[src/rtl/i2s_pkg.sv]
// i2s_pkg: shared types and helpers for the I2S capture path
package i2s_pkg;
  typedef enum logic {IDLE, SEND} packer_state_t;
  localparam int BYTE_W = 8;
  function automatic bit size_ok(input int w);
    return w > 0 && w % BYTE_W == 0;
  endfunction
endpackage

[src/rtl/i2s_sample_packer_sat_counter.sv]
// sat_counter: W-bit up counter that sticks at all-ones
module sat_counter #(
  parameter int W = 16
) (
  input  logic         clk,
  input  logic         rst,
  input  logic         inc,
  output logic [W-1:0] value
);
  always_ff @(posedge clk or posedge rst)
    if (rst) value <= '0;
    else if (inc && !(&value)) value <= value + W'(1);
endmodule

[src/rtl/i2s_sample_packer.sv]
// i2s_sample_packer: keeps the top REDUCE_FACTOR bytes of each sample and writes them MSB first
module i2s_sample_packer
  import i2s_pkg::*;
#(
  parameter int DATA_SIZE     = 24,
  parameter int FIFO_WIDTH    = 8,
  parameter int REDUCE_FACTOR = 2,
  parameter int DROP_CNT_W    = 16
) (
  input  logic                  clk,
  input  logic                  rst,
  input  logic                  enable,
  input  logic                  sample_valid,
  input  logic [DATA_SIZE-1:0]  sample_data,
  output logic                  fifo_wr_en,
  output logic [FIFO_WIDTH-1:0] fifo_wr_data,
  input  logic                  fifo_full,
  output logic                  busy,
  output logic [DROP_CNT_W-1:0] drop_count
);
  localparam int KW = REDUCE_FACTOR * BYTE_W;
  localparam int IW = $clog2(REDUCE_FACTOR + 1);
  localparam logic [IW-1:0] LAST = IW'(REDUCE_FACTOR - 1);
  generate
    if (!size_ok(DATA_SIZE) || FIFO_WIDTH != BYTE_W || REDUCE_FACTOR < 1 || REDUCE_FACTOR > DATA_SIZE / BYTE_W) begin : g_bad
      $error("i2s_sample_packer: illegal DATA_SIZE/FIFO_WIDTH/REDUCE_FACTOR");
    end
  endgenerate
  packer_state_t r_state;
  logic [KW-1:0] r_shift;
  logic [IW-1:0] r_idx;
  logic          w_last, w_accept, w_drop;
  assign fifo_wr_en   = (r_state == SEND) && !fifo_full;
  assign fifo_wr_data = r_shift[KW-1 -: BYTE_W];
  assign busy         = (r_state == SEND);
  assign w_last       = fifo_wr_en && (r_idx == LAST);
  assign w_accept     = sample_valid && enable && ((r_state == IDLE) || w_last);
  assign w_drop       = sample_valid && enable && (r_state == SEND) && !w_last;
  // The final byte is not shifted out so the output keeps its last value while idle.
  always_ff @(posedge clk or posedge rst)
    if (rst) begin
      r_state <= IDLE;
      r_shift <= '0;
      r_idx   <= '0;
    end else if (w_accept) begin
      r_state <= SEND;
      r_shift <= sample_data[DATA_SIZE-1 -: KW];
      r_idx   <= '0;
    end else if (fifo_wr_en) begin
      if (w_last) r_state <= IDLE;
      else begin
        r_shift <= r_shift << BYTE_W;
        r_idx   <= r_idx + IW'(1);
      end
    end
  sat_counter #(.W(DROP_CNT_W)) u_drop (
    .clk  (clk),
    .rst  (rst),
    .inc  (w_drop),
    .value(drop_count)
  );
endmodule

[config.mk]
export PLATFORM = sky130hd
export DESIGN_NAME = i2s_sample_packer
export DESIGN_NICKNAME = d
export VERILOG_FILES = /design/src/rtl/i2s_pkg.sv /design/src/rtl/i2s_sample_packer_sat_counter.sv /design/src/rtl/i2s_sample_packer.sv
export SDC_FILE = /design/constraint.sdc
export NUM_CORES = 1
export LEC_CHECK = 0
export ABC_AREA = 1
export BUFFER_PORTS_ARGS = -buffer_cell sky130_fd_sc_hd__buf_2
export CAP_MARGIN = 25
export CORE_MARGIN = 1.5
export CORE_UTILIZATION = 47
export DETAILED_ROUTE_END_ITERATION = 8
export GPL_TIMING_DRIVEN = 0
export PLACE_DENSITY_LB_ADDON = 0.05
export SYNTH_ARGS = -nofsm -noshare
export SYNTH_HDL_FRONTEND = slang
export SYNTH_SLANG_ARGS = --single-unit
[constraint.sdc]
create_clock -name clk -period 1.3 [get_ports clk]
set_input_delay 0.195 -clock clk [delete_from_list [all_inputs] [get_ports clk]]
set_output_delay 0.195 -clock clk [all_outputs]
set_load 0.02 [all_outputs]
==> metrics.txt <==
outcome complete, but fails checks; failing checks hold timing, setup timing; Chip Height ~67 microns; Setup CP Type reg2reg; Final WS setup -93.77 ps; Post-Syn Instances 246; largest net degree at the start of global routing 22; CP delay by family, top simple AND/OR/NAND/NOR gates; number of iterations in the first detailed-routing pass 4; ratio of cells with drive above 1 in the final layout 45.29%; per-cell routed wire length 13.15 microns; IO Pins 55; initial antenna violation count 0; most frequent cells in the layout nand2_1, buf_2, buf_4; post-cts hold buffer count 0; top cells by area, synth dfrtp_1, nand2_1, nand3_1; CTS root buf clkbuf_8; max_cap viols 0; fin. max-slew vios 0; Max clock buf depth 2; Worst-Margin Slew between 600 and 700 ps; most common cell after layout, fill and taps aside nand2_1; ant diodes 0; Starting DRT DRC Count 74; Final Setup Violations 29; vias in the first global route between 1500 and 2000; Layout area overhead 45.58%; worst-path cell chain nand2_4 > nor2_1 > nand2_4 > nor2_4 > nor2_4 > nand2_1 > o21ai_1; max_slew headroom 54.75%; critical path startpoint category flip-flop; Clock transition at path regs 80 ps; crit path max fanout 5; Period minus WS final 1394 ps; Util after Layout around 71%; die width 66.99 microns; WL final about 5000 microns; Post-Synthesis Cell Area 1924 sq um; Final Hold Vio Count 8; Filler Cell Count between 300 and 400; Crit. Startpoint u_drop.value[4]; row cnt 23; post-synth top area share 45.51%; Max Clock Freq between 0.7 and 0.8 GHz; area leader, netlist dfrtp_1; Synth Net Count 277; DR vias/cell 4.858; internal cell power around 2700 uW; CTS buffer count 5; Nets ~360; initial core utilization 48.46%; R2R depth 7; Final Non-Filler Cells 379; Crit. End Element flip-flop; area post-placement 2293 sq um; gr ovfl total 0; Clk pwr share 17.3%; net switching power 1749 uW; CP Depth 7; YS warnings 0; RSZ-0062 raised after global routing true; H-tree levels 2; Distinct cells, synth 26; WP data arrival 1570 ps; CP max stage delay 430 ps; RD Place Congestion 0.7693; worst path bufs/invs 0; Logic pwr share 45.3%; HP Class in2async; design area 2801 sq um; Total GRT Usage about 22%; dpl cells 343; Antenna Violating Nets Remaining 0; clk_lat worst skew 290 ps; Yosys reg bits 35; Worst Hold Slack -4.503 ps; DP HPWL just under 3000 microns; Seq pwr share 37.4%; fin crit share 107.2%; maximum VDD drop approximately 1.1 mV; pre-CTS setup slack -143.7 ps; drt drc 0; ratio of total power to cell area approximately 1600 nW/um^2; routed via count 1841; Core Region ~4000 sq um; Leak between 0.001 and 0.0015 uW; Setup Skew just under 7 ps; first-pass GRT wire length 7362 microns; clock sink count 35; TritonCTS clock tree done; Crit-path slowest cell dfrtp_1; sequential share of the synthesized area 45.51%; Net Sw Frac 38.96%; Worst EP required 1480 ps; Die Area about 4500 sq um; Post-Syn Area per Cell 7.823 sq um; Buffers on Ports 46; Reg-to-Reg Start u_drop.value[4]
[worst register-to-register path, stage by stage, from the launching register on]
cell and delay, ps:
dfrtp_1 430, nand2_4 90, nor2_1 240, nand2_4 110, nor2_4 190, nor2_4 100
nand2_1 80, o21ai_1 50
[final cells by class]
cell class | instances | area (sq um) | share of cell area [%]
buffer | 12 | 112.6 | 4.020
clock buffer | 7 | 76.32 | 2.724
clock inverter | 1 | 5.005 | 0.1787
inverter | 31 | 125.1 | 4.466
multi-input combinational | 169 | 1037 | 37.03
sequential | 35 | 887.1 | 31.67
tap | 50 | 62.56 | 2.233
timing repair buffer | 74 | 495.5 | 17.69
[repair_timing]
item	CTS	global route
endpoints found under the hold margin	0	0
setup endpoints to repair	33	30
pin swaps	5	7
setup buffers	15	10
resized for setup	31	23
gates cloned	3	0
[per-stage QoR]
step / setup TNS, ps / power (uW)
floorplan: -49.90 / 2766
global placement: -10170 / 3135
detailed placement: -3003 / 3199
CTS: -450.4 / 4273
global route: -3313 / 4798
finish: -1131 / 4489
[routing by layer]
| metal | GRT usage, % | vias to the layer above | wire length (microns) | part of all wire (%) |
|---|---|---|---|---|
| met5 | 0 | - | 0 | 0 |
| met1 | 26.99 | 840 | 2116 | 42 |
| met4 | 8.163 | 0 | 188 | 3.8 |
| met3 | 5.405 | 15 | 151 | 3.0 |
| met2 | 37.75 | 51 | 2529 | 51 |
| li1 | - | 935 | - | - |
[flip-flops by register name, indices dropped and copies added (netlist names)]
register / cells
busy: 1
u_drop.value: 16
r_idx: 2
r_shift: 16
[kinds of logic after synthesis]
logic type | share of synthesized area [%]
flops | 45.51
fa+ha+maj | 1.300
xor+xnor | 2.731
compound gates | 4.747
buf+inv | 10.66
simple gates | 35.05
[power by group through the flow]
stage	Clock, uW	Sequential (uW)	Combinational [uW]
final	777	1680	2040
after global routing	847	1710	2240
after CTS	790	1650	1830
after detailed placement	0	1660	1530
after global placement	0	1670	1470
after floorplan	0	1740	1030
[final timing paths]
check                      slack [ps]               to
min in group clk                  100       r_shift[3]
min                                -5  u_drop.value[7]
min reg2reg                       500      r_shift[12]
max reg2reg                       -90  u_drop.value[3]
max in group asynchronous         760             busy
max                               -90  u_drop.value[3]
[synth_stat cells (all sizes together)]
master / number
buf: 12
o22ai: 1
nand4: 7
inv: 30
dfrtp: 35
nand3: 28
a21oi: 1
o211ai: 3
xor2: 3
xnor2: 3
ha: 2
o21ai: 10
nand2: 90
clkinv: 1
nor2: 20
(Power assumes the default switching activity.)
